**src/rtl/fft_bitrev_loader.sv**
```systemverilog
`default_nettype none
// ============================================================================
// Module      : fft_bitrev_loader
// Description : FFT input stage. Stores a streamed real frame at bit-reversed
//               addresses, then drains it as first-stage butterfly pairs.
// Revision    : 1.0 - initial release
// ============================================================================
module fft_bitrev_loader #(
    parameter int                 LOG2N = 4,
    parameter int                 IW    = 16,
    parameter logic signed [15:0] W_ONE = 16'sd16384
) (
    input  logic          clk,
    input  logic          rst,
    input  logic          in_valid,
    input  logic [IW-1:0] in_data,
    output logic          in_ready,
    input  logic          out_hold,
    output logic [31:0]   xa_r,
    output logic [31:0]   xa_i,
    output logic [31:0]   xb_r,
    output logic [31:0]   xb_i,
    output logic [15:0]   w_r,
    output logic [15:0]   w_i,
    output logic          enable,
    output logic          frame_done
);

    localparam int c_N  = 2 ** LOG2N;
    localparam int c_RW = LOG2N - 1;

    typedef enum logic [0:0] {
        S_LOAD  = 1'b0,
        S_DRAIN = 1'b1
    } state_t;

    state_t             r_state;
    state_t             w_state_nxt;
    logic [LOG2N-1:0]   r_wr_cnt;
    logic [c_RW-1:0]    r_rd_cnt;
    logic [31:0]        r_mem [c_N];

    logic               w_accept;
    logic               w_emit;
    logic               w_last;
    logic [LOG2N-1:0]   w_wr_addr;
    logic [LOG2N-1:0]   w_rd_addr_a;
    logic [LOG2N-1:0]   w_rd_addr_b;
    logic [31:0]        w_sext;

    always_comb begin
        w_state_nxt = r_state;
        w_accept    = 1'b0;
        w_emit      = 1'b0;
        w_last      = 1'b0;
        case (r_state)
            S_LOAD: begin
                w_accept = in_valid;
                if (in_valid && (r_wr_cnt == LOG2N'(c_N - 1))) begin
                    w_state_nxt = S_DRAIN;
                end
            end
            S_DRAIN: begin
                w_emit = !out_hold;
                w_last = !out_hold && (r_rd_cnt == {c_RW{1'b1}});
                if (w_last) begin
                    w_state_nxt = S_LOAD;
                end
            end
            default: w_state_nxt = S_LOAD;
        endcase
    end

    always_comb begin
        w_wr_addr = '0;
        for (int b = 0; b < LOG2N; b++) begin
            w_wr_addr[b] = r_wr_cnt[LOG2N-1-b];
        end
    end

    assign w_rd_addr_a = {r_rd_cnt, 1'b0};
    assign w_rd_addr_b = {r_rd_cnt, 1'b1};
    assign w_sext      = 32'($signed(in_data));
    assign in_ready    = (r_state == S_LOAD);

    // Buffer has no reset; a write in a reset cycle is suppressed so rst wins.
    always_ff @(posedge clk) begin
        if (w_accept && !rst) begin
            r_mem[w_wr_addr] <= w_sext;
        end
    end

    always_ff @(posedge clk) begin
        if (rst) begin
            r_state    <= S_LOAD;
            r_wr_cnt   <= '0;
            r_rd_cnt   <= '0;
            xa_r       <= '0;
            xa_i       <= '0;
            xb_r       <= '0;
            xb_i       <= '0;
            w_r        <= '0;
            w_i        <= '0;
            enable     <= 1'b0;
            frame_done <= 1'b0;
        end else begin
            r_state    <= w_state_nxt;
            enable     <= w_emit;
            frame_done <= w_last;
            if (w_accept) begin
                r_wr_cnt <= r_wr_cnt + LOG2N'(1);
            end
            if (w_emit) begin
                xa_r     <= r_mem[w_rd_addr_a];
                xb_r     <= r_mem[w_rd_addr_b];
                xa_i     <= '0;
                xb_i     <= '0;
                w_r      <= W_ONE;
                w_i      <= '0;
                r_rd_cnt <= r_rd_cnt + c_RW'(1);
            end
        end
    end

endmodule
`default_nettype wire

```
**config.mk**
```make
export PLATFORM = sky130hd
export DESIGN_NAME = fft_bitrev_loader
export DESIGN_NICKNAME = d
export VERILOG_FILES = /design/src/rtl/fft_bitrev_loader.sv
export SDC_FILE = /design/constraint.sdc
export NUM_CORES = 1
export LEC_CHECK = 0
export CELL_PAD_IN_SITES_DETAIL_PLACEMENT = 0
export CELL_PAD_IN_SITES_GLOBAL_PLACEMENT = 1
export CORE_MARGIN = 3
export CORE_UTILIZATION = 39
export CTS_CLUSTER_SIZE = 20
export DETAILED_ROUTE_END_ITERATION = 12
export PLACE_DENSITY = 0.77
export SYNTH_ARGS = -nofsm -noshare
export SYNTH_HDL_FRONTEND = slang
export SYNTH_SLANG_ARGS = --single-unit
```
**constraint.sdc**
```tcl
create_clock -name clk -period 2.79 [get_ports clk]
set_input_delay 0.279 -clock clk [delete_from_list [all_inputs] [get_ports clk]]
set_output_delay 0.279 -clock clk [all_outputs]
set_load 0.05 [all_outputs]
```
==> metrics <==
status=completed; Max Slew Vio Count=0; CTS Buf Count=31; Least-Margin Pin Slew=835 ps; Critical Path, Cell by Cell=clkdlybuf4s50_1; gr ovfl total=0; post-synthesis sequential area ratio=67.9%; CTS root buffer=clkbuf_16; CP max FO=18; Hold Slack=299 ps; Vias per Instance=4.84; vias in the first global route=6290; CP Buf/Inv Count=1; RSZ-0062 raised after global routing=false; top cells by area, synth=edfxtp_1 (61%), mux2i_1 (10%), buf_4 (7.6%); Initial Util=39.7%; crit path DAT=2090 ps; Post-CTS Setup Repair Bufs=0; peak supply drop=0.403 mV; DR pass1 iterations=7; Filler cells=2743; number of synthesized flops with an enable pin=256; Setup Skew=7.77 ps; min-delay worst type=input port to flip-flop; max_slew headroom=44.2%; CTS clock-pin slew for the worst setup and hold paths=60 ps; Syn Inst Count=826; GP Congestion=0.765; Die Y=186 um; maximum clock path buffer count=3; Clock Sinks=299; startpoint types=flip-flop; mapped cell area=0.0126 sq mm; YS warnings=0; die area=0.0345 sq mm; endpoints failing setup=0; CP Class=flip-flop to output port; Setup TNS=0 ps; Antenna Nets Post-Route=0; first-pass GRT wire length=36.7 mm; ys flop type=edfxtp_1; die width=186 um; Worst EP required=2510 ps; NumNets Final=922; max incr delay on CP=910 ps; synth-to-layout area growth=13.7%; Finished Core Util=45.2%; Post-route DRC=0; Power Total=9.46 mW; number of cell rows=65; Max-cap violations=0; placed cells=1265; layout cell share with drive strength beyond 1=12.7%; Final Hold Viols=0; Post-synth top cells=edfxtp_1 (256), buf_4 (128), mux2i_1 (128), a22oi_1 (64), nor2_1 (52); Pwr Density=661 mW/mm^2; synthesized flop and latch total=299; Critical Path Sink Type=output port; pin count of the biggest net entering global routing=65; Min-Delay Path Depth=2; fmax=0.422 GHz; final worst-path cycle share=84.9%; mean area per synthesized cell=15.2 sq um; share of the synthesized area in the top cell type=61.0%; IO Count=183; Post-CTS Hold Buffers=0; asr flop ratio synth=0%; Layout Cells excl Fill=1324; minimum clock period=2370 ps; initial antenna violation count=1; Port Buffers=87; most numerous cell in the Yosys netlist=edfxtp_1; GR Util All Layers=14.1%; Iteration-0 DRC Markers=502; CTS tree=built; CTS resizes=0; Critical-path top delay cell=clkdlybuf4s50_1; Vias=6403; Detailed Route WL=25.0 mm; post-synth top area cell=edfxtp_1; Largest delay share family, worst path=buffers and inverters; CP Depth=1; DP HPWL=15.6 mm; Static Leak=4.55 nW; placeable core area=0.0317 sq mm; Unique masters post-synth=30; H-tree Lvls=1; Worst-Skew Late Latency=550 ps; r2r worst-path depth=5; per-cell routed wire length=18.9 um
## state kept, by name, summed over array words and instances, names as in the netlist
signal / flops
enable: 1
frame_done: 1
r_mem: 256
r_rd_cnt: 3
r_state: 1
r_wr_cnt: 4
w_r: 1
xa_r: 16
xb_r: 16
## layout make-up
cell class	instances	area [sq um]	share of cell area, %
multi-input combinational	445	3110	21.7
clock inverter	14	176	1.23
inverter	4	15.0	0.105
tap	402	503	3.51
timing repair buffer	115	1100	7.69
clock buffer	43	862	6.02
antenna	2	5.00	0.0349
sequential	299	8550	59.7
## worst paths after layout
path	startpoint	endpoint	slack [ps]
worst max-delay path	xa_r[31]	xa_r[27]	420
worst min-delay path	rst	xa_r[11]	300
worst max register to register	r_rd_cnt[2]	xb_r[12]	810
worst min register to register	w_r[14]	w_r[14]	480
## power by group
| part | leakage [nW] | switching, mW | internal, mW |
|---|---|---|---|
| clock | 0.510 | 1.61 | 2.52 |
| sequential | 2.65 | 0.00960 | 4.88 |
| combinational | 1.39 | 0.404 | 0.0466 |
## cell usage in the layout, fill, tap and decap left out, types with 2 or more instances in the layout
| master | n |
|---|---|
| clkinv_2 | 6 |
| inv_1 | 4 |
| buf_4 | 26 |
| nand2b_1 | 4 |
| clkbuf_16 | 32 |
| clkbuf_1 | 9 |
| o22ai_1 | 2 |
| nand2_1 | 9 |
| xor2_1 | 3 |
| conb_1 | 95 |
| a22oi_1 | 64 |
| mux2i_1 | 128 |
| edfxtp_1 | 256 |
| diode_2 | 2 |
| nor2_1 | 51 |
| bufinv_16 | 4 |
| nor2b_2 | 2 |
| nor2b_1 | 3 |
| ha_1 | 6 |
| dfxtp_1 | 42 |
| buf_12 | 2 |
| clkdlybuf4s50_1 | 86 |
| nor3_2 | 36 |
| a21oi_1 | 35 |
| clkbuf_8 | 2 |
## logic make-up after synthesis
kind of cell	after synthesis	synth area share, %
compound gates	101	5.31
buf+inv	176	10.5
other cells	1	0.0298
xor+xnor	4	0.278
flops	299	67.9
fa+ha+maj	6	0.596
simple gates	111	5.24
mux	128	10.2
## routing by layer
metal	part of all wire, %	vias to the layer above	track usage, %
met4	2.6	0	3.99
li1	-	2985	-
met3	4.9	44	1.90
met5	0	-	0
met2	52	196	25.5
met1	40	3178	17.7
## per-stage QoR
stage          setup slack (ps)  area, sq um
6_report                    421        14300
2_1_floorplan               321        12900
3_5_place_dp                671        13300
5_1_grt                     312        14300
4_1_cts                     385        14300
3_3_place_gp                700        13300
(Power assumes the default switching activity.)
